==> src/rtl/uart_wb_master_pkg.sv <==
// Shared UART initiator definitions: register address width, FSM encoding and timeout default.
// Also provides UART_ADDR_WIDTH as a macro for modules that size ports from it.
`ifndef UART_ADDR_WIDTH
`define UART_ADDR_WIDTH 5
`endif

package uart_wb_master_pkg;

    typedef enum logic [1:0] {
        WBM_IDLE   = 2'd0,
        WBM_ACCESS = 2'd1,
        WBM_RESP   = 2'd2
    } wbm_state_t;

    localparam int UART_WBM_TIMEOUT_DEFAULT = 255;

    function automatic int timer_width(input int cycles);
        return $clog2(cycles + 1);
    endfunction

endpackage

==> src/rtl/uart_wbm_timer.sv <==
// Access watchdog for the UART Wishbone initiator: loads on clear, counts down while enabled,
// flags expiry in the last permitted strobe cycle.
module uart_wbm_timer
    import uart_wb_master_pkg::*;
#(
    parameter int TIMEOUT_CYCLES = UART_WBM_TIMEOUT_DEFAULT
) (
    input  logic clk,
    input  logic rst,
    input  logic clear,
    input  logic enable,
    output logic expired
);

    localparam int CNT_W = timer_width(TIMEOUT_CYCLES);
    localparam logic [CNT_W-1:0] LOAD_VAL = CNT_W'(TIMEOUT_CYCLES - 1);

    logic [CNT_W-1:0] count;

    // The count reaches zero during the final cycle the strobe may stay high.
    always_ff @(posedge clk) begin
        if (rst) begin
            count <= LOAD_VAL;
        end else if (clear) begin
            count <= LOAD_VAL;
        end else if (enable && (count != '0)) begin
            count <= count - 1'b1;
        end
    end

    assign expired = (count == '0);

endmodule

==> src/rtl/uart_wb_master.sv <==
// Wishbone initiator for the UART register file: one command in, one classic cycle, one response out.
// Optional access timeout is built when UART_WBM_TIMEOUT_EN is defined.
//
// state  | meaning
// IDLE   | cmd_ready high, waiting for a command
// ACCESS | cyc/stb driven, waiting for wb_ack_i (or timeout)
// RESP   | response held until rsp_ready
module uart_wb_master
    import uart_wb_master_pkg::*;
#(
    parameter int uart_data_width = 8,
    parameter int uart_addr_width = `UART_ADDR_WIDTH,
    parameter int TIMEOUT_CYCLES  = UART_WBM_TIMEOUT_DEFAULT
) (
    input  logic                       clk,
    input  logic                       wb_rst_i,
    input  logic                       cmd_valid,
    output logic                       cmd_ready,
    input  logic                       cmd_we,
    input  logic [uart_addr_width-1:0] cmd_addr,
    input  logic [uart_data_width-1:0] cmd_wdata,
    output logic                       rsp_valid,
    input  logic                       rsp_ready,
    output logic [uart_data_width-1:0] rsp_rdata,
    output logic                       rsp_err,
    output logic                       wb_cyc_o,
    output logic                       wb_stb_o,
    output logic                       wb_we_o,
    output logic [uart_addr_width-1:0] wb_addr_o,
    output logic [uart_data_width-1:0] wb_dat_o,
    input  logic [uart_data_width-1:0] wb_dat_i,
    input  logic                       wb_ack_i
);

    if (TIMEOUT_CYCLES < 2) begin : g_bad_timeout
        $error("uart_wb_master: TIMEOUT_CYCLES must be at least 2");
    end

    wbm_state_t state;
    logic       cmd_fire;

    assign cmd_fire = cmd_valid & cmd_ready;
    assign wb_stb_o = wb_cyc_o;

`ifdef UART_WBM_TIMEOUT_EN
    logic timer_clear;
    logic timer_enable;
    logic timer_expired;
    logic rsp_err_q;

    assign timer_clear  = (state == WBM_IDLE);
    assign timer_enable = (state == WBM_ACCESS) && !wb_ack_i;

    uart_wbm_timer #(
        .TIMEOUT_CYCLES(TIMEOUT_CYCLES)
    ) u_timer (
        .clk     (clk),
        .rst     (wb_rst_i),
        .clear   (timer_clear),
        .enable  (timer_enable),
        .expired (timer_expired)
    );

    assign rsp_err = rsp_err_q;
`else
    assign rsp_err = 1'b0;
`endif

    always_ff @(posedge clk) begin
        if (wb_rst_i) begin
            state     <= WBM_IDLE;
            cmd_ready <= 1'b1;
            rsp_valid <= 1'b0;
            rsp_rdata <= '0;
            wb_cyc_o  <= 1'b0;
            wb_we_o   <= 1'b0;
            wb_addr_o <= '0;
            wb_dat_o  <= '0;
`ifdef UART_WBM_TIMEOUT_EN
            rsp_err_q <= 1'b0;
`endif
        end else begin
            case (state)
                WBM_IDLE: begin
                    if (cmd_fire) begin
                        cmd_ready <= 1'b0;
                        wb_cyc_o  <= 1'b1;
                        wb_we_o   <= cmd_we;
                        wb_addr_o <= cmd_addr;
                        wb_dat_o  <= cmd_wdata;
                        state     <= WBM_ACCESS;
                    end
                end
                WBM_ACCESS: begin
                    // An ack on the expiry edge still completes the transfer normally.
                    if (wb_ack_i) begin
                        wb_cyc_o  <= 1'b0;
                        wb_we_o   <= 1'b0;
                        rsp_rdata <= wb_we_o ? '0 : wb_dat_i;
                        rsp_valid <= 1'b1;
`ifdef UART_WBM_TIMEOUT_EN
                        rsp_err_q <= 1'b0;
`endif
                        state     <= WBM_RESP;
                    end
`ifdef UART_WBM_TIMEOUT_EN
                    else if (timer_expired) begin
                        wb_cyc_o  <= 1'b0;
                        wb_we_o   <= 1'b0;
                        rsp_rdata <= '0;
                        rsp_valid <= 1'b1;
                        rsp_err_q <= 1'b1;
                        state     <= WBM_RESP;
                    end
`endif
                end
                WBM_RESP: begin
                    if (rsp_ready) begin
                        rsp_valid <= 1'b0;
                        cmd_ready <= 1'b1;
                        state     <= WBM_IDLE;
                    end
                end
                default: begin
                    state     <= WBM_IDLE;
                    cmd_ready <= 1'b1;
                    rsp_valid <= 1'b0;
                    wb_cyc_o  <= 1'b0;
                    wb_we_o   <= 1'b0;
                end
            endcase
        end
    end

endmodule
==> config.mk <==
export PLATFORM = sky130hd
export DESIGN_NAME = uart_wb_master
export DESIGN_NICKNAME = d
export VERILOG_FILES = /design/src/rtl/uart_wb_master_pkg.sv /design/src/rtl/uart_wbm_timer.sv /design/src/rtl/uart_wb_master.sv
export SDC_FILE = /design/constraint.sdc
export NUM_CORES = 1
export LEC_CHECK = 0
export CELL_PAD_IN_SITES_DETAIL_PLACEMENT = 0
export CELL_PAD_IN_SITES_GLOBAL_PLACEMENT = 1
export CORE_ASPECT_RATIO = 1.75
export CORE_MARGIN = 10
export CORE_UTILIZATION = 29
export CTS_BUF_LIST = sky130_fd_sc_hd__clkbuf_4 sky130_fd_sc_hd__clkbuf_8
export CTS_CLUSTER_DIAMETER = 200
export DETAILED_ROUTE_END_ITERATION = 10
export PLACE_DENSITY = 0.92
export SLEW_MARGIN = 20
export SYNTH_ARGS = -nofsm -noshare
export SYNTH_HDL_FRONTEND = slang
export SYNTH_SLANG_ARGS = --single-unit
==> constraint.sdc <==
create_clock -name clk -period 1.5 [get_ports clk]
set_input_delay 0.225 -clock clk [delete_from_list [all_inputs] [get_ports clk]]
set_output_delay 0.225 -clock clk [all_outputs]
set_load 0.05 [all_outputs]
==> run summary <==
Final HPWL DP: 2407 um
H-tree Lvls: 1
overall die area: 6770 um2
largest cells by area after synthesis: dfxtp_1, nand2_1, a21oi_1
final setup margin: 289.1 ps
Max Buffers Root-to-Sink: 2
Rows: 29
Core Footprint: 3665 um2
biggest area consumer among synthesized cells: dfxtp_1
die width: 66.63 um
post-route ant nets: 0
layout overhead on the synthesized area: 49.21%
drt first-iter violations: 63
yosys warns: 0
Pins Over Slew Limit: 0
share of cells above drive strength 1: 27.17%
total of max-cap violations: 0
CTS tree: yes
Gate power share: 27.9%
post-layout min period: 1211 ps
Setup crit start kind: flip-flop
R2R cell count: 3
setup violators final: 0
ys flop type: dfxtp_1
clk_lat worst skew: 260 ps
status: finished clean
worst path cell trace: and3b_1 > nand3b_1 > a21oi_1
Post-CTS Repair Setup Buffers: 0
Max IR drop VDD: 501.3 uV
worst setup path class: flip-flop to flip-flop
die height: 101.6 um
Via-to-Cell Ratio: 4.630
Flop pwr share: 47.4%
top-area cell type share of the netlist area: 48.98%
Tcrit/Tclk final: 80.72%
setup TNS: 0 ps
RSZ-0062 raised after global routing: no
post-synth cell types: 27
First-pass DRT Iterations: 4
largest net degree at the start of global routing: 28
most used standard cell by instance count after synthesis: nand2_1
Fmax: 0.8259 GHz
post-synthesis simple-gate area fraction: 25.96%
CP delay by family, top: simple AND/OR/NAND/NOR gates
Max FO, Critical Path: 10
Fillers: 373
internal power: 1.161 mW
synthesized flop and latch total: 27
Clock transition at path regs: 90 ps
post-synthesis instance total: 125
leading post-synthesis cells by instance count: nand2_1, dfxtp_1, a21oi_1
number of global-route vias before repair: 1,041
I/O Buffers: 52
Sw Share: 31.22%
DRC: 0
Worst Hold Path Cells: 2
Synth Area per Inst: 8.828 um2
placer congestion estimate: 0.7209
Total Wirelength: 3096 um
Num CTS Buffers: 3
Post-Synthesis Net Count: 152
total grt overflow: 0
Pwr Density: 1025 nW/um2
Post-Place Setup Slack: 28.13 ps
Synth Cell Area: 1104 um2
Leakage: 0.6332 nW
XOR/XNOR share of the synthesized area: 0%
Hold Violations, Final: 0
# hold bufs at CTS: 0
Global Route Usage Sum: 9.075%
first-pass GRT wire length: 4954 um
vias post-DR: 1,014
number of cells in the finished layout apart from fillers: 219
CTS root buf: clkbuf_8
Buf/Inv on CP: 0
kind of end point of the critical path: flip-flop
num ports: 54
clock power share: 24.7%
Crit path depth: 3
cell count after placement: 215
clock sinks: 27
starting density of the core: 30.11%
Min-Delay Path Class: flip-flop to flip-flop
clk_skew: 2.008 ps
WP data arrival: 1410 ps
ANT cells: 0
wire length per cell: 14.14 um
Synth async-reset ratio: 0%
biggest cell delay along the critical path: 480 ps
slowest CP cell: dfxtp_1
post-synthesis mux area share: 1.020%
nets: 201
sequential element share of the synthesized area: 48.98%
Required @ worst endpoint: 1700 ps
antenna violations before repair: 0
Post-synth EDFFs: 0
Sw Pwr: 0.5268 mW
adder-cell area share of the yosys netlist: 0%
Compound-Gate Fraction of Synth Area: 16.89%
post-CTS sizing: 0
combinational family with the most area after synthesis: simple AND/OR/NAND/NOR gates
metal layers:
layer  wire length (um)  GRT usage, %  vias up
li1                   -             -      508
met1               1090         8.726      474
met2               1740         16.79       30
met3                217         2.099        2
met4                 47         5.024        0
met5                  0             0        -
worst min-delay path, delay by kind of cell (launching register included):
| kind | cells | cell delay, ps |
|---|---|---|
| AO/OA/AOI/OAI | 1 | 50 |
| AND/OR/NAND/NOR | 1 | 50 |
| flip-flops | 1 | 320 |
stage by stage:
stage | util (%) | total power, mW | hold WS [ps] | instance area (um2)
after floorplan | - | 1.114 | 351.9 | 1104
after global placement | 43.60 | 1.284 | 438.9 | 1598
after detailed placement | 43.60 | 1.295 | 445.0 | 1598
after CTS | 44.93 | 1.723 | 458.1 | 1647
after global routing | 44.93 | 1.773 | 489.5 | 1647
final | 44.93 | 1.687 | 453.8 | 1647
registers in the layout (all words and copies together), names as in the netlist:
signal / cells
wb_addr_o: 5
wb_dat_o: 8
rsp_valid: 1
wb_we_o: 1
rsp_rdata: 8
wb_cyc_o: 1
state: 2
cmd_ready: 1
logic make-up after synthesis:
kind of cell	Yosys count
and+or+nand+nor	56
muxes	1
AOI/OAI and AO/OA	29
other	1
DFF	27
buffers and inverters	11
final timing paths:
check             slack [ps]           end         start
setup / recovery         290  rsp_rdata[3]      state[0]
hold reg to reg          450  rsp_rdata[1]  rsp_rdata[1]
hold / removal           450  rsp_rdata[1]  rsp_rdata[1]
setup reg to reg         290  rsp_rdata[3]      state[0]
placed cells by master (no fill, tap or decap), types with 2 or more instances in the layout:
master / count
a21oi_1: 17
a21oi_2: 9
buf_12: 3
buf_4: 25
clkbuf_8: 3
clkdlybuf4s50_1: 26
dfxtp_1: 27
nand2_1: 34
nand2_2: 2
nand3b_1: 9
nor2_1: 3
final cells by class:
| type | count | area (um2) | area share, % |
|---|---|---|---|
| flip-flops and latches | 27 | 540.5 | 32.83 |
| multi-input cells | 87 | 488.0 | 29.64 |
| clock buffers | 4 | 48.80 | 2.964 |
| repair buffers | 54 | 508.0 | 30.85 |
| well taps | 46 | 57.56 | 3.495 |
| inverters | 1 | 3.754 | 0.2280 |
power by group through the flow:
stage | Clock, mW | Sequential [mW] | Combinational (mW)
final | 0.417 | 0.799 | 0.471
after global routing | 0.464 | 0.807 | 0.503
after CTS | 0.444 | 0.800 | 0.479
after detailed placement | 0 | 0.817 | 0.478
after global placement | 0 | 0.814 | 0.470
after floorplan | 0 | 0.949 | 0.165
No activity file was read; power rests on OpenSTA's default activity.
